`src/rtl/vga_pat_pkg.sv`:
```
// Shared mode encodings, colour constants and box-motion helper for the VGA test-pattern generator.
package vga_pat_pkg;

    localparam logic [1:0] MODE_SOLID   = 2'd0;
    localparam logic [1:0] MODE_BARS    = 2'd1;
    localparam logic [1:0] MODE_CHECKER = 2'd2;
    localparam logic [1:0] MODE_BOX     = 2'd3;

    typedef struct packed {
        logic [7:0] r;
        logic [7:0] g;
        logic [7:0] b;
    } rgb_t;

    localparam rgb_t BAR_WHITE   = '{r: 8'hFF, g: 8'hFF, b: 8'hFF};
    localparam rgb_t BAR_YELLOW  = '{r: 8'hFF, g: 8'hFF, b: 8'h00};
    localparam rgb_t BAR_CYAN    = '{r: 8'h00, g: 8'hFF, b: 8'hFF};
    localparam rgb_t BAR_GREEN   = '{r: 8'h00, g: 8'hFF, b: 8'h00};
    localparam rgb_t BAR_MAGENTA = '{r: 8'hFF, g: 8'h00, b: 8'hFF};
    localparam rgb_t BAR_RED     = '{r: 8'hFF, g: 8'h00, b: 8'h00};
    localparam rgb_t BAR_BLUE    = '{r: 8'h00, g: 8'h00, b: 8'hFF};
    localparam rgb_t BAR_BLACK   = '{r: 8'h00, g: 8'h00, b: 8'h00};
    localparam rgb_t COL_DARK_BLUE = '{r: 8'h00, g: 8'h00, b: 8'h40};

    function automatic rgb_t bar_colour(input logic [2:0] idx);
        rgb_t c;
        case (idx)
            3'd0:    c = BAR_WHITE;
            3'd1:    c = BAR_YELLOW;
            3'd2:    c = BAR_CYAN;
            3'd3:    c = BAR_GREEN;
            3'd4:    c = BAR_MAGENTA;
            3'd5:    c = BAR_RED;
            3'd6:    c = BAR_BLUE;
            default: c = BAR_BLACK;
        endcase
        return c;
    endfunction

    // One frame of bouncing motion on one axis; result is {dir_neg, pos}.
    function automatic logic [10:0] box_step_axis(input logic [9:0] pos, input logic dir_neg,
                                                  input int unsigned act, input int unsigned size,
                                                  input int unsigned step);
        int unsigned p;
        logic [10:0] res;
        p = 32'(pos);
        if (!dir_neg && (p + size + step > act))
            res = {1'b1, 10'(p - step)};
        else if (dir_neg && (p < step))
            res = {1'b0, 10'(p + step)};
        else if (dir_neg)
            res = {1'b1, 10'(p - step)};
        else
            res = {1'b0, 10'(p + step)};
        return res;
    endfunction

endpackage

```
`src/rtl/vga_btn_debounce.sv`:
```
// Two-flop synchroniser and level debouncer for the mode button; emits a registered rise pulse.
// After reset, presses are ignored until the button has been seen released for DEB_CYCLES cycles.
module vga_btn_debounce
    import vga_pat_pkg::*;
#(
    parameter int unsigned DEB_CYCLES = 250000
) (
    input  logic iCLK,
    input  logic iRST,
    input  logic iBtn,
    output logic oLevel,
    output logic oRise
);

    localparam int unsigned CNT_W = $clog2(DEB_CYCLES + 1);

    logic [1:0]       r_sync;
    logic [1:0]       r_vld;
    logic             r_level;
    logic             r_block;
    logic             r_rise;
    logic [CNT_W-1:0] r_cnt;

    logic             w_want;
    logic             w_match;
    logic             w_done;
    logic             w_level_nxt;
    logic             w_block_nxt;
    logic             w_rise_nxt;
    logic [CNT_W-1:0] w_cnt_nxt;

    // While blocked the target is a stable release; otherwise it is the opposite of the current level.
    always_comb begin
        w_want      = r_block ? 1'b0 : ~r_level;
        w_match     = r_vld[1] && (r_sync[1] == w_want);
        w_done      = w_match && (r_cnt == CNT_W'(DEB_CYCLES - 1));
        w_level_nxt = r_level;
        w_block_nxt = r_block;
        w_rise_nxt  = 1'b0;
        w_cnt_nxt   = '0;
        if (w_match && !w_done)
            w_cnt_nxt = r_cnt + CNT_W'(1);
        if (w_done) begin
            if (r_block) begin
                w_block_nxt = 1'b0;
            end else begin
                w_level_nxt = ~r_level;
                w_rise_nxt  = ~r_level;
            end
        end
    end

    always_ff @(posedge iCLK) begin
        if (iRST) begin
            r_sync  <= '0;
            r_vld   <= '0;
            r_level <= 1'b0;
            r_block <= 1'b1;
            r_rise  <= 1'b0;
            r_cnt   <= '0;
        end else begin
            r_sync  <= {r_sync[0], iBtn};
            r_vld   <= {r_vld[0], 1'b1};
            r_level <= w_level_nxt;
            r_block <= w_block_nxt;
            r_rise  <= w_rise_nxt;
            r_cnt   <= w_cnt_nxt;
        end
    end

    assign oLevel = r_level;
    assign oRise  = r_rise;

endmodule

```
`src/rtl/vga_pattern_gen.sv`:
```
// VGA test-pattern source: solid, colour bars, checker and (with VGA_PAT_BOX_EN) a bouncing box.
// Mode advances on debounced button presses, applied at the next falling edge of VS.
module vga_pattern_gen
    import vga_pat_pkg::*;
#(
    parameter int unsigned H_ACT      = 640,
    parameter int unsigned V_ACT      = 480,
    parameter int unsigned BOX_SIZE   = 32,
    parameter int unsigned BOX_STEP   = 2,
    parameter int unsigned DEB_CYCLES = 250000
) (
    input  logic        iCLK,
    input  logic        iRST,
    input  logic [10:0] iX,
    input  logic [10:0] iY,
    input  logic        iRequest,
    input  logic        iVS,
    input  logic        iMode_btn,
    input  logic [7:0]  iSw_r,
    input  logic [7:0]  iSw_g,
    output logic [7:0]  oRed,
    output logic [7:0]  oGreen,
    output logic [7:0]  oBlue,
    output logic [1:0]  oMode
);

    localparam int unsigned BAR_W = H_ACT / 8;

    logic        r_vs;
    logic        r_pend;
    logic [1:0]  r_mode;
    rgb_t        r_rgb;

    logic        w_btn_level;
    logic        w_btn_rise;
    logic        w_frame;
    logic        w_pend_nxt;
    logic [1:0]  w_mode_inc;
    logic [1:0]  w_mode_nxt;
    logic [10:0] w_bar_idx;
    logic        w_unused;
    rgb_t        w_rgb_nxt;

    vga_btn_debounce #(.DEB_CYCLES(DEB_CYCLES)) u_btn (
        .iCLK   (iCLK),
        .iRST   (iRST),
        .iBtn   (iMode_btn),
        .oLevel (w_btn_level),
        .oRise  (w_btn_rise)
    );

`ifdef VGA_PAT_BOX_EN
    logic [9:0]  r_box_x;
    logic [9:0]  r_box_y;
    logic        r_dir_x;
    logic        r_dir_y;
    logic [10:0] w_step_x;
    logic [10:0] w_step_y;
    logic        w_in_box;

    always_comb begin
        w_step_x = box_step_axis(r_box_x, r_dir_x, H_ACT, BOX_SIZE, BOX_STEP);
        w_step_y = box_step_axis(r_box_y, r_dir_y, V_ACT, BOX_SIZE, BOX_STEP);
        w_in_box = (12'(iX) >= 12'(r_box_x)) && (12'(iX) < 12'(r_box_x) + 12'(BOX_SIZE)) &&
                   (12'(iY) >= 12'(r_box_y)) && (12'(iY) < 12'(r_box_y) + 12'(BOX_SIZE));
    end

    // Box keeps moving every frame regardless of the displayed mode.
    always_ff @(posedge iCLK) begin
        if (iRST) begin
            r_box_x <= '0;
            r_box_y <= '0;
            r_dir_x <= 1'b0;
            r_dir_y <= 1'b0;
        end else if (w_frame) begin
            {r_dir_x, r_box_x} <= w_step_x;
            {r_dir_y, r_box_y} <= w_step_y;
        end
    end

    assign w_mode_inc = r_mode + 2'd1;
    assign w_unused   = w_btn_level;
`else
    logic [31:0] w_unused_cfg;

    assign w_mode_inc   = (r_mode == MODE_CHECKER) ? MODE_SOLID : r_mode + 2'd1;
    assign w_unused     = ^{w_btn_level, iY};
    assign w_unused_cfg = 32'(V_ACT + BOX_SIZE + BOX_STEP);
`endif

    // Presses accumulate into one pending flag, consumed at frame start.
    always_comb begin
        w_frame    = r_vs & ~iVS;
        w_pend_nxt = r_pend | w_btn_rise;
        w_mode_nxt = r_mode;
        if (w_frame) begin
            if (r_pend)
                w_mode_nxt = w_mode_inc;
            w_pend_nxt = w_btn_rise;
        end
    end

    always_comb begin
        w_bar_idx = iX / 11'(BAR_W);
        w_rgb_nxt = BAR_BLACK;
        if (iRequest) begin
            case (r_mode)
                MODE_SOLID:   w_rgb_nxt = '{r: iSw_r, g: iSw_g, b: 8'hFF};
                MODE_BARS:    w_rgb_nxt = (w_bar_idx < 11'd8) ? bar_colour(w_bar_idx[2:0]) : BAR_BLACK;
                MODE_CHECKER: w_rgb_nxt = (iX[5] ^ iY[5]) ? BAR_BLACK : BAR_WHITE;
                default: begin
`ifdef VGA_PAT_BOX_EN
                    w_rgb_nxt = w_in_box ? BAR_WHITE : COL_DARK_BLUE;
`else
                    w_rgb_nxt = BAR_BLACK;
`endif
                end
            endcase
        end
    end

    always_ff @(posedge iCLK) begin
        if (iRST) begin
            r_vs   <= 1'b1;
            r_pend <= 1'b0;
            r_mode <= MODE_SOLID;
            r_rgb  <= '0;
        end else begin
            r_vs   <= iVS;
            r_pend <= w_pend_nxt;
            r_mode <= w_mode_nxt;
            r_rgb  <= w_rgb_nxt;
        end
    end

    assign oRed   = r_rgb.r;
    assign oGreen = r_rgb.g;
    assign oBlue  = r_rgb.b;
    assign oMode  = r_mode;

endmodule

```
`config.mk`:
```
export PLATFORM = sky130hd
export DESIGN_NAME = vga_pattern_gen
export DESIGN_NICKNAME = d
export VERILOG_FILES = /design/src/rtl/vga_pat_pkg.sv /design/src/rtl/vga_btn_debounce.sv /design/src/rtl/vga_pattern_gen.sv
export SDC_FILE = /design/constraint.sdc
export NUM_CORES = 1
export LEC_CHECK = 0
export CORE_ASPECT_RATIO = 0.6
export CORE_MARGIN = 8
export CORE_UTILIZATION = 47
export CTS_CLUSTER_SIZE = 20
export DETAILED_ROUTE_END_ITERATION = 6
export PLACE_DENSITY = 0.88
export SLEW_MARGIN = 20
export SYNTH_ARGS = -nofsm -noshare
export SYNTH_HDL_FRONTEND = slang
export SYNTH_HIERARCHICAL = 1
export SYNTH_SLANG_ARGS = --single-unit
export TNS_END_PERCENT = 10
```
`constraint.sdc`:
```
create_clock -name iCLK -period 3 [get_ports iCLK]
set_input_delay 0.6 -clock iCLK [delete_from_list [all_inputs] [get_ports iCLK]]
set_output_delay 0.6 -clock iCLK [all_outputs]
set_load 0.005 [all_outputs]
```
==> results_tabular.tex, run 1 <==
\begin{tabular}{lr}
\hline
Metric & Value \\
\hline
\multicolumn{2}{l}{\textbf{Outcome}} \\
Result of the run & complete, no violations \\
\multicolumn{2}{l}{\textbf{Floorplanning}} \\
Starting Density & 49.39\% \\
Floorplan core area & 4636 µm² \\
Vertical die dimension & 70.07 µm \\
Horiz. Die Dim & 106.1 µm \\
Die area & 7435 µm² \\
Num ports & 69 \\
Placement row count & 19 \\
\multicolumn{2}{l}{\textbf{Placed design}} \\
HPWL reported at the end of detailed placement & 3922 µm \\
Weighted congestion at the end of routability-driven global placement & 0.8668 \\
Setup WS pre-CTS & 0.4676 ns \\
Count of input and output buffers & 54 \\
\multicolumn{2}{l}{\textbf{Layout}} \\
Layout cell share with drive strength beyond 1 & 14.05\% \\
Total number of nets in the final design & 343 \\
Filler cell count in the final layout & 392 \\
Area occupied by registers & 920.9 µm² \\
Area growth, synth to finish & 27.10\% \\
Antenna cell count & 0 \\
Area occupied by multi-input gates & 1209 µm² \\
\multicolumn{2}{l}{\textbf{Synth}} \\
Complex-gate fraction of the synthesized area & 12.73\% \\
Main combinational cell family by area after synthesis & simple AND/OR/NAND/NOR gates \\
Yosys warning count & 6 \\
Syn\_nets & 297 \\
Fraction of the mapped netlist area in adder cells & 1.038\% \\
Xor/xnor share of the synthesized area & 6.503\% \\
Fraction of registers with async set/reset & 0\% \\
Synthesized cell area & 2290 µm² \\
Number of enable-type register cells in the synthesized netlist & 0 \\
Cells after Synth & 253 \\
Yosys top cell by area & sky130\_fd\_sc\_hd\_\_dfxtp\_1 \\
Mux cell area share after synthesis & 1.311\% \\
Share of synthesized area occupied by flip-flops and latches & 40.22\% \\
Top\_reg\_cell synth & sky130\_fd\_sc\_hd\_\_dfxtp\_1 \\
Mapped Avg Cell Area & 9.050 µm² \\
Area share of and/or/nand/nor cells after synthesis & 31.20\% \\
Unique cell type count in the Yosys netlist & 58 \\
Area fraction of the dominant cell type after synthesis & 40.22\% \\
Total of flip-flops plus latches after synthesis & 46 \\
Synth area leaders & sky130\_fd\_sc\_hd\_\_dfxtp\_1 (40\%), sky130\_fd\_sc\_hd\_\_xnor2\_1 (5.7\%), sky130\_fd\_sc\_hd\_\_nand2\_1 (5.1\%), sky130\_fd\_sc\_hd\_\_a21oi\_1 (3.1\%), sky130\_fd\_sc\_hd\_\_nor2\_2 (3.0\%) \\
\multicolumn{2}{l}{\textbf{Detailed routing}} \\
Via total after detailed routing & 1861 \\
Met1 wire length & 2537 µm \\
Routed met2 length & 2107 µm \\
Remaining antenna violation count after routing & 0 \\
Routed len/inst & 13.95 µm \\
Post-route DRC violation count & 0 \\
First drt pass iteration count & 4 \\
Detail Route met3 WL & 357 µm \\
First-iteration detailed-routing DRC count & 52 \\
Via count normalized by instance count & 5.141 \\
Total wire length & 5049 µm \\
Uppermost signal routing layer after detailed routing & met4 \\
\multicolumn{2}{l}{\textbf{CTS}} \\
Clock slew seen by the registers of the worst setup and hold paths & 0.08 ns \\
Hold buffer count at cts & 0 \\
Sink Count & 46 \\
Number of buffers inserted during clock tree synthesis & 5 \\
Setup Fix Bufs, Post-CTS & 0 \\
Longest Clk Path Bufs & 2 \\
Insertion delay of the later-clocked pin in the worst-skew pair & 0.29 ns \\
Number of H-tree branching levels & 2 \\
Post-cts resize count & 0 \\
CTS tree & built \\
Clock root buffer & sky130\_fd\_sc\_hd\_\_clkbuf\_8 \\
\multicolumn{2}{l}{\textbf{STA}} \\
Slew at the pin closest to its max-slew limit & 0.5917 ns \\
Pins over their slew limit & 0 \\
Setup repair after global routing missed its margin & no \\
Final setup viols & 0 \\
Rel. slew slack & 60.40\% \\
Setup Skew & 0.003945 ns \\
Min Hold Slack & 0.4462 ns \\
Period utilization & 73.84\% \\
Setup tns final & 0 ns \\
Final hold viol count & 0 \\
Top achievable clock speed & 0.4514 GHz \\
Setup slack of the critical path after layout & 0.7849 ns \\
Shortest period the worst path allows & 2.215 ns \\
\multicolumn{2}{l}{\textbf{Setup path}} \\
Setup slack on the worst flop-to-flop path & 1.17 ns \\
Endpoint of the worst-slack reg-to-reg timing path & u\_btn/r\_cnt[14] \\
FF-to-FF Start & u\_btn/r\_cnt[0] \\
Req. time, crit path & 3.17 ns \\
Element type at the critical path start & input port \\
Arrival @ worst endpoint & 2.39 ns \\
Worst Path Max Fanout & 13 \\
Cells on worst reg2reg path & 5 \\
WS Path Type & input port to register \\
Timing startpoint of the critical path & iX[6] \\
Kind of end point of the critical path & register \\
\multicolumn{2}{l}{\textbf{Global route}} \\
Total global routing track utilization & 13.58\% \\
Largest net degree at the start of global routing & 18 \\
Total grt overflow & 0 \\
Global-route wire length before repair & 8224 µm \\
Number of antenna violations at the first check in global routing & 0 \\
Vias in the first global route & 1727 \\
\multicolumn{2}{l}{\textbf{Pwr}} \\
Worst supply voltage drop on vdd & 305.0 µV \\
Total Power & 1.232 mW \\
Total leakage power & 1.036 nW \\
PD cells & 423.4 nW/µm² \\
\multicolumn{2}{l}{\textbf{Job}} \\
Max\_cap viols & 0 \\
\multicolumn{2}{l}{\textbf{Min path}} \\
End of the worst hold path & u\_btn/r\_vld[1] \\
Beginning of the worst hold path & u\_btn/r\_vld[0] \\
Type of the tightest min-delay check & register to register \\
Instance count along the most critical hold path & 1 \\
\hline
\end{tabular}
## metal layers
| metal | vias up | global-route usage, % |
|---|---|---|
| met5 | - | 0 |
| met4 | 0 | 4.651 |
| met3 | 5 | 4.579 |
| met2 | 62 | 20.37 |
| met1 | 830 | 17.67 |
| li1 | 964 | - |
## cell families after synthesis
family / count (synthesis)
buffers and inverters: 26
adders and majority gates: 2
xor gates and xnor gates: 17
AOI/OAI and AO/OA: 37
muxes: 3
and+or+nand+nor: 122
DFF: 46
## state kept, by name (all words and copies together), names as in the netlist, 2 cells and up
name	count
u_btn/r_sync	2
oMode	2
u_btn/r_cnt	18
oGreen	8
u_btn/r_vld	2
oRed	8
## synthesized netlist by cell type (all sizes together) (2+ instances only)
| master | count |
|---|---|
| and3 | 3 |
| nor2 | 26 |
| o211ai | 2 |
| nand2 | 31 |
| xnor2 | 15 |
| nor4 | 9 |
| nand3 | 14 |
| mux2i | 3 |
| a21oi | 14 |
| nor2b | 6 |
| o31ai | 2 |
| nor3 | 10 |
| o21ai | 7 |
| xor2 | 2 |
| nor4b | 3 |
| dfxtp | 46 |
| buf | 16 |
| inv | 9 |
| a311oi | 2 |
| nand3b | 2 |
| nand2b | 3 |
| nor3b | 3 |
| o2111ai | 2 |
| or2 | 3 |
| nand4 | 5 |
## power breakdown
part           total, mW  switching (mW)  internal (mW)
Sequential         0.629         0.00555          0.623
Clock              0.461           0.195          0.266
Combinational      0.142          0.0605         0.0820
## area by class of cell
class	instances	area share (%)
sequential	46	31.64
inverter	9	1.161
clock inverter	1	1.032
multi-input combinational	181	41.53
clock buffer	6	2.837
tap	63	2.709
timing repair buffer	56	19.09
## worst max-delay path by stage
stage	end	slack, ns	cells after the start
2_1_floorplan	oRed[0]	1.28	5
3_3_place_gp	oRed[0]	0.50	6
3_5_place_dp	oRed[6]	0.47	6
4_1_cts	oRed[1]	0.79	6
5_1_grt	oRed[1]	0.61	6
6_report	oRed[1]	0.78	6
## cells in the final DEF (no fill, tap or decap), types with 2 or more instances in the layout
cell and instances:
sky130_fd_sc_hd__clkdlybuf4s50_1 54, sky130_fd_sc_hd__dfxtp_1 46, sky130_fd_sc_hd__nand2_1 31, sky130_fd_sc_hd__nor2_1 15, sky130_fd_sc_hd__xnor2_1 15, sky130_fd_sc_hd__a21oi_1 14, sky130_fd_sc_hd__nand3_1 13, sky130_fd_sc_hd__nor2_2 11
sky130_fd_sc_hd__nor3_1 9, sky130_fd_sc_hd__inv_1 9, sky130_fd_sc_hd__nor4_1 7, sky130_fd_sc_hd__nor2b_1 6, sky130_fd_sc_hd__clkbuf_8 6, sky130_fd_sc_hd__o21ai_0 4, sky130_fd_sc_hd__nand2b_1 3, sky130_fd_sc_hd__mux2i_1 3
sky130_fd_sc_hd__and3_1 3, sky130_fd_sc_hd__nand3b_1 2, sky130_fd_sc_hd__o211ai_1 2, sky130_fd_sc_hd__nor3b_1 2, sky130_fd_sc_hd__o21ai_4 2, sky130_fd_sc_hd__xor2_1 2, sky130_fd_sc_hd__or2_2 2, sky130_fd_sc_hd__buf_4 2
sky130_fd_sc_hd__nor4b_2 2, sky130_fd_sc_hd__nand4_2 2, sky130_fd_sc_hd__nor4_2 2, sky130_fd_sc_hd__nand4_1 2
## stage by stage
stage	area (µm²)	instances	utilization (%)
finish	2910	362	62.78
global route	2910	362	62.78
CTS	2910	362	62.78
detailed placement	2798	355	60.35
global placement	2798	355	60.35
floorplan	2290	253	-
## worst max-delay path: stages
cell,delay (ns)
sky130_fd_sc_hd__clkdlybuf4s50_1,0.72
sky130_fd_sc_hd__nand2_1,0.17
sky130_fd_sc_hd__o31a_1,0.26
sky130_fd_sc_hd__o221a_1,0.26
sky130_fd_sc_hd__o21ai_4,0.27
sky130_fd_sc_hd__nand3_1,0.11
Power figures use the tool's default switching activity.
==> run 2: changes to the inputs <==
Clock period 3 ns to 2.25 ns, I/O delays scaled along.
==> run 2 against run 1 <==
  * Hold slack got worse by 0.0066 ns
  * Via count rose by 4.2%
  * First-iteration DRC count up 33%
  * Sequential power increased by 33%
  * Critical path type unchanged
  * Non-clock buffer count grew 11
==> results_tabular.tex, run 2 (same netlist as run 1, synthesis figures left out) <==
\begin{tabular}{lr}
\hline
Metric & Value \\
\hline
\multicolumn{2}{l}{\textbf{Detailed routing}} \\
Post-route DRC violation count & 0 (unchanged) \\
First drt pass iteration count & 5 (+1) \\
Routed len/inst & 14.02 µm (+0.51\%) \\
Via total after detailed routing & 1940 (+4.2\%) \\
First-iteration detailed-routing DRC count & 69 (+33\%) \\
Remaining antenna violation count after routing & 0 (unchanged) \\
Via count normalized by instance count & 5.187 (+0.90\%) \\
Total wire length & 5243 µm (+3.8\%) \\
\multicolumn{2}{l}{\textbf{STA}} \\
Pins over their slew limit & 0 (unchanged) \\
Slew at the pin closest to its max-slew limit & 0.6023 ns (+0.01056 ns) \\
Shortest period the worst path allows & 1.987 ns \\
Setup repair after global routing missed its margin & no \\
Top achievable clock speed & 0.5033 GHz \\
Min Hold Slack & 0.4396 ns (-0.006618 ns) \\
Setup Skew & 0.006654 ns (+0.002709 ns) \\
Period utilization & 88.30\% \\
Final hold viol count & 0 (unchanged) \\
Rel. slew slack & 59.70\% (-0.71 points) \\
Final setup viols & 0 (unchanged) \\
\multicolumn{2}{l}{\textbf{Setup path}} \\
Worst Path Max Fanout & 11 (-2) \\
Slowest Stage Delay on Critical Path & 0.57 ns (-0.15 ns) \\
Element type at the critical path start & input port \\
Arrival @ worst endpoint & 2.16 ns (-0.23 ns) \\
Kind of end point of the critical path & register \\
Chain of cells forming the critical path & clkdlybuf4s50\_1 -> nor2b\_1 -> buf\_4 -> a221oi\_2 -> mux2i\_1 -> o31ai\_1 -> a21oi\_1 \\
Cell with the biggest individual delay on the critical path & sky130\_fd\_sc\_hd\_\_clkdlybuf4s50\_1 \\
WS Path Type & input port to register \\
Req. time, crit path & 2.43 ns (-0.74 ns) \\
\multicolumn{2}{l}{\textbf{Floorplanning}} \\
Num ports & 69 (unchanged) \\
Placement row count & 19 (unchanged) \\
Floorplan core area & 4636 µm² (unchanged) \\
Die area & 7435 µm² (unchanged) \\
Horiz. Die Dim & 106.1 µm (unchanged) \\
Starting Density & 49.39\% (unchanged) \\
Vertical die dimension & 70.07 µm (unchanged) \\
\multicolumn{2}{l}{\textbf{Global route}} \\
Routing usage on met3 & 4.853\% (+0.27 points) \\
Vias in the first global route & 1769 (+2.4\%) \\
Global-route wire length before repair & 8721 µm (+6.0\%) \\
Met2 track demand over resource in global routing & 20.37\% (unchanged) \\
Routing layer with the top usage in global route & met2 \\
Total global routing track utilization & 14.29\% (+0.71 points) \\
Global-route track usage on met1 & 19.11\% (+1.4 points) \\
Total grt overflow & 0 (unchanged) \\
Number of antenna violations at the first check in global routing & 0 (unchanged) \\
Largest net degree at the start of global routing & 18 (unchanged) \\
\multicolumn{2}{l}{\textbf{CTS}} \\
Clock root buffer & sky130\_fd\_sc\_hd\_\_clkbuf\_8 \\
Setup Fix Bufs, Post-CTS & 0 (unchanged) \\
Longest Clk Path Bufs & 2 (unchanged) \\
Number of buffers inserted during clock tree synthesis & 5 (unchanged) \\
Hold buffer count at cts & 0 (unchanged) \\
Insertion delay of the later-clocked pin in the worst-skew pair & 0.30 ns (about the same) \\
CTS tree & built \\
Sink Count & 46 (unchanged) \\
Post-cts resize count & 0 (unchanged) \\
Number of H-tree branching levels & 2 (unchanged) \\
Clock slew seen by the registers of the worst setup and hold paths & 0.08 ns (about the same) \\
\multicolumn{2}{l}{\textbf{Layout}} \\
Layout cell share with drive strength beyond 1 & 16.72\% (+2.7 points) \\
Most frequent cells in the layout & sky130\_fd\_sc\_hd\_\_clkdlybuf4s50\_1 (54), sky130\_fd\_sc\_hd\_\_dfxtp\_1 (46), sky130\_fd\_sc\_hd\_\_nand2\_1 (31) \\
Filler cell count in the final layout & 386 (-1.5\%) \\
Antenna cell count & 0 (unchanged) \\
Final Cell Area & 2987 µm² (+2.6\%) \\
Area growth, synth to finish & 30.44\% \\
End-of-flow core utilization & 64.43\% (+1.6 points) \\
Total number of nets in the final design & 354 (+3.2\%) \\
Register containing the most flip-flops in the final layout & u\_btn/r\_cnt \\
Most common cell after layout, fill and taps aside & sky130\_fd\_sc\_hd\_\_clkdlybuf4s50\_1 \\
Flip-flop count of the largest register, all copies and words added & 18 (unchanged) \\
Area occupied by registers & 920.9 µm² (unchanged) \\
Area occupied by multi-input gates & 1209 µm² (unchanged) \\
\multicolumn{2}{l}{\textbf{Placed design}} \\
HPWL reported at the end of detailed placement & 4064 µm (+3.6\%) \\
Count of input and output buffers & 54 (unchanged) \\
Area after DPL & 2880 µm² (+3.0\%) \\
Weighted congestion at the end of routability-driven global placement & 0.8362 (-3.5\%) \\
\multicolumn{2}{l}{\textbf{Pwr}} \\
Total Power & 1.634 mW (+33\%) \\
Worst supply voltage drop on vdd & 450.8 µV (+48\%) \\
PD cells & 547.0 nW/µm² (+29\%) \\
Total leakage power & 1.083 nW (+4.6\%) \\
\multicolumn{2}{l}{\textbf{Job}} \\
Max\_cap viols & 0 (unchanged) \\
\multicolumn{2}{l}{\textbf{Min path}} \\
Type of the tightest min-delay check & register to register \\
\multicolumn{2}{l}{\textbf{Outcome}} \\
Result of the run & complete, no violations \\
\hline
\end{tabular}
[run 2: changes by cell type in the layout (fill, tap and decap cells not counted), sizes merged]
| cell | before | now |
|---|---|---|
| buf | 2 | 13 |
| clkbuf | 6 | 7 |
[run 2: final timing paths]
kind	start	end	slack, ns	depth (start not counted)
hold reg to reg	u_btn/r_sync[0]	u_btn/r_sync[1]	0.44	1
setup / recovery	iX[7]	oBlue[6]	0.26	7
setup reg to reg	u_btn/r_cnt[0]	u_btn/r_cnt[16]	0.40	5
hold / removal	u_btn/r_sync[0]	u_btn/r_sync[1]	0.44	1
[run 2: critical path: cells and delay by family]
| kind | cells | cell delay, ns |
|---|---|---|
| mux | 1 | 0.15 |
| compound gates | 3 | 0.61 |
| buf+inv | 2 | 0.72 |
| simple gates | 1 | 0.23 |
[run 2: through the flow]
stage | instances | worst slack [ns] | TNS [ns]
3_3_place_gp | 366 | 0.03743 | 0
6_report | 374 | 0.2633 | 0
2_1_floorplan | 253 | 0.6793 | 0
5_1_grt | 374 | 0.1150 | 0
4_1_cts | 374 | 0.2787 | 0
3_5_place_dp | 366 | -0.02687 | -0.1715
[run 2: cell type report]
class / count / area share [%]
Sequential cell: 46 / 30.83
Multi-Input combinational cell: 181 / 40.47
Tap cell: 63 / 2.639
Inverter: 9 / 1.131
Timing Repair Buffer: 67 / 21.37
Clock buffer: 7 / 2.556
Clock inverter: 1 / 1.005
[run 2: power breakdown]
part | total, mW | internal [mW] | switching (mW)
sequential | 0.838 | 0.831 | 0.00732
clock | 0.591 | 0.332 | 0.259
combinational | 0.204 | 0.121 | 0.0828
total | 1.63 | 1.28 | 0.349
[run 2: metal layers]
metal	vias to the layer above	part of all wire, %
met3	7	8.1
li1	992	-
met4	0	1.5
met1	872	50
met5	-	0
met2	69	40
==> run 3: changes to the inputs <==
Settings changed: PLACE_DENSITY 0.88 to 0.78.
==> run 3 against run 2 <==
  * Die area did not move
  * Maximum frequency increased by 1.5%
  * Combinational power about the same
  * Non-clock buffer count is 1 lower
  * Cell area fell by 0.13%
  * Global-route usage is 0.26 points lower
  * Cell count is 0.27% lower
  * Sequential share of layout area barely moved
  * Critical path depth fell by 1
  * Worst setup slack improved by 0.029 ns
==> results_tabular.tex, run 3 (same netlist as run 1, synthesis figures left out) <==
\begin{tabular}{lr}
\hline
Metric & Value \\
\hline
\multicolumn{2}{l}{\textbf{Floorplanning}} \\
Placement row count & 19 (unchanged) \\
Starting Density & 49.39\% (unchanged) \\
Vertical die dimension & 70.07 µm (unchanged) \\
Floorplan core area & 4636 µm² (unchanged) \\
Die area & 7435 µm² (unchanged) \\
Horiz. Die Dim & 106.1 µm (unchanged) \\
Num ports & 69 (unchanged) \\
\multicolumn{2}{l}{\textbf{Global route}} \\
Largest net degree at the start of global routing & 18 (unchanged) \\
Global-route wire length before repair & 8597 µm (-1.4\%) \\
Vias in the first global route & 1752 (-0.96\%) \\
Total global routing track utilization & 14.03\% (-0.26 points) \\
Total grt overflow & 0 (unchanged) \\
Number of antenna violations at the first check in global routing & 0 (unchanged) \\
\multicolumn{2}{l}{\textbf{Pwr}} \\
Total leakage power & 1.084 nW (about the same) \\
Worst supply voltage drop on vdd & 435.3 µV (-3.4\%) \\
PD cells & 543.1 nW/µm² (-0.72\%) \\
\multicolumn{2}{l}{\textbf{Setup path}} \\
Kind of end point of the critical path & register \\
WS Path Type & input port to register \\
Element type at the critical path start & input port \\
Worst Path Max Fanout & 9 (-2) \\
FF-to-FF Start & u\_btn/r\_cnt[0] \\
Cells on worst reg2reg path & 5 (unchanged) \\
Setup slack on the worst flop-to-flop path & 0.38 ns (-0.02 ns) \\
Arrival @ worst endpoint & 2.14 ns (-0.02 ns) \\
Endpoint of the worst-slack reg-to-reg timing path & u\_btn/r\_cnt[16] \\
Req. time, crit path & 2.43 ns (about the same) \\
\multicolumn{2}{l}{\textbf{Job}} \\
Max\_cap viols & 0 (unchanged) \\
\multicolumn{2}{l}{\textbf{STA}} \\
Shortest period the worst path allows & 1.958 ns (-0.02913 ns) \\
Setup slack of the critical path after layout & 0.2924 ns (+0.02913 ns) \\
Pins over their slew limit & 0 (unchanged) \\
Period utilization & 87.00\% (-1.3 points) \\
Min Hold Slack & 0.4458 ns (+0.006211 ns) \\
Final hold viol count & 0 (unchanged) \\
Slew at the pin closest to its max-slew limit & 0.6221 ns (+0.01983 ns) \\
Rel. slew slack & 58.37\% (-1.3 points) \\
Setup Skew & 0.005128 ns (-0.001526 ns) \\
Top achievable clock speed & 0.5108 GHz (+1.5\%) \\
Setup repair after global routing missed its margin & no \\
Final setup viols & 0 (unchanged) \\
\multicolumn{2}{l}{\textbf{Outcome}} \\
Result of the run & complete, no violations \\
\multicolumn{2}{l}{\textbf{Layout}} \\
Register containing the most flip-flops in the final layout & u\_btn/r\_cnt \\
Filler cell count in the final layout & 412 (+6.7\%) \\
Area growth, synth to finish & 30.27\% \\
End-of-flow core utilization & 64.35\% (-0.081 points) \\
Antenna cell count & 0 (unchanged) \\
Layout cell share with drive strength beyond 1 & 17.10\% (+0.38 points) \\
Flip-flop count of the largest register, all copies and words added & 18 (unchanged) \\
Most common cell after layout, fill and taps aside & sky130\_fd\_sc\_hd\_\_clkdlybuf4s50\_1 \\
Most frequent cells in the layout & sky130\_fd\_sc\_hd\_\_clkdlybuf4s50\_1 (54), sky130\_fd\_sc\_hd\_\_dfxtp\_1 (46), sky130\_fd\_sc\_hd\_\_nand2\_1 (31) \\
Total number of nets in the final design & 353 (-0.28\%) \\
\multicolumn{2}{l}{\textbf{Detailed routing}} \\
Via count normalized by instance count & 5.193 (+0.11\%) \\
Routed met2 length & 1983 µm (-6.6\%) \\
First-iteration detailed-routing DRC count & 84 (+22\%) \\
Remaining antenna violation count after routing & 0 (unchanged) \\
Routed len/inst & 14.18 µm (+1.1\%) \\
Detail Route met3 WL & 342 µm (-20\%) \\
Uppermost signal routing layer after detailed routing & met4 \\
First drt pass iteration count & 4 (-1) \\
Total wire length & 5289 µm (+0.88\%) \\
Met1 wire length & 2927 µm (+12\%) \\
Via total after detailed routing & 1937 (-0.15\%) \\
Post-route DRC violation count & 0 (unchanged) \\
\multicolumn{2}{l}{\textbf{CTS}} \\
Number of buffers inserted during clock tree synthesis & 5 (unchanged) \\
Longest Clk Path Bufs & 2 (unchanged) \\
Setup Fix Bufs, Post-CTS & 0 (unchanged) \\
CTS tree & built \\
Post-cts resize count & 0 (unchanged) \\
Hold buffer count at cts & 0 (unchanged) \\
Clock slew seen by the registers of the worst setup and hold paths & 0.08 ns (about the same) \\
Sink Count & 46 (unchanged) \\
Insertion delay of the later-clocked pin in the worst-skew pair & 0.30 ns (about the same) \\
Clock root buffer & sky130\_fd\_sc\_hd\_\_clkbuf\_8 \\
Number of H-tree branching levels & 2 (unchanged) \\
\multicolumn{2}{l}{\textbf{Placed design}} \\
Count of input and output buffers & 54 (unchanged) \\
HPWL reported at the end of detailed placement & 4102 µm (+0.93\%) \\
Weighted congestion at the end of routability-driven global placement & 0.8472 (+1.3\%) \\
Setup WS pre-CTS & -0.01577 ns (+0.01110 ns) \\
\multicolumn{2}{l}{\textbf{Min path}} \\
Beginning of the worst hold path & u\_btn/r\_vld[0] \\
End of the worst hold path & u\_btn/r\_vld[1] \\
Type of the tightest min-delay check & register to register \\
Instance count along the most critical hold path & 1 (unchanged) \\
\hline
\end{tabular}
-- run 3: changes by cell type in the layout (fill, tap and decap cells not counted) --
cell,previous run,this run
sky130_fd_sc_hd__buf_4,13,12
sky130_fd_sc_hd__bufinv_16,1,0
sky130_fd_sc_hd__clkbuf_1,2,0
sky130_fd_sc_hd__clkbuf_8,5,8
-- run 3: through the flow --
step / total power, mW / cell area [µm²] / setup TNS [ns] / cells
6_report: 1.620 / 2983 / 0 / 373
5_1_grt: 1.692 / 2983 / 0 / 373
4_1_cts: 1.634 / 2983 / 0 / 373
3_5_place_dp: 1.062 / 2873 / -0.02781 / 365
3_3_place_gp: 1.058 / 2873 / 0 / 365
2_1_floorplan: 0.9545 / 2290 / 0 / 253
-- run 3: how the worst max path moves through the flow --
stage                          to  depth (start not counted)  slack, ns   from
final                     oRed[3]                          6       0.29  iX[6]
after CTS                 oRed[3]                          6       0.31  iX[6]
after floorplan           oRed[0]                          5       0.68  iX[8]
after detailed placement  oRed[3]                          6      -0.02  iX[6]
after global placement    oRed[3]                          6       0.02  iX[6]
after global routing      oRed[5]                          7       0.21  iX[6]
-- run 3: worst max-delay path, cell delays in order --
cell and delay [ns]:
sky130_fd_sc_hd__clkdlybuf4s50_1 0.65, sky130_fd_sc_hd__nand2_1 0.12, sky130_fd_sc_hd__o31a_1 0.26, sky130_fd_sc_hd__o221a_1 0.27, sky130_fd_sc_hd__o21ai_4 0.27, sky130_fd_sc_hd__nand3_1 0.11
-- run 3: final cells by class --
class	instances	area (µm²)	area share (%)
Tap cell	63	78.83	2.643
Inverter	9	33.78	1.133
Multi-Input combinational cell	181	1209	40.52
Sequential cell	46	920.9	30.87
Clock buffer	8	110.1	3.691
Timing Repair Buffer	66	630.6	21.14
-- run 3: power breakdown --
| group | leakage [nW] | total [mW] | internal (mW) | switching, mW |
|---|---|---|---|---|
| Sequential | 0.375 | 0.839 | 0.831 | 0.00807 |
| Clock | 0.0575 | 0.578 | 0.310 | 0.267 |
| Combinational | 0.651 | 0.203 | 0.120 | 0.0829 |
-- run 3: layer usage --
metal,global-route usage [%],up-vias
li1,-,990
met1,20.37,882
met2,18.72,60
met3,4.853,5
met4,3.721,0
met5,0,-
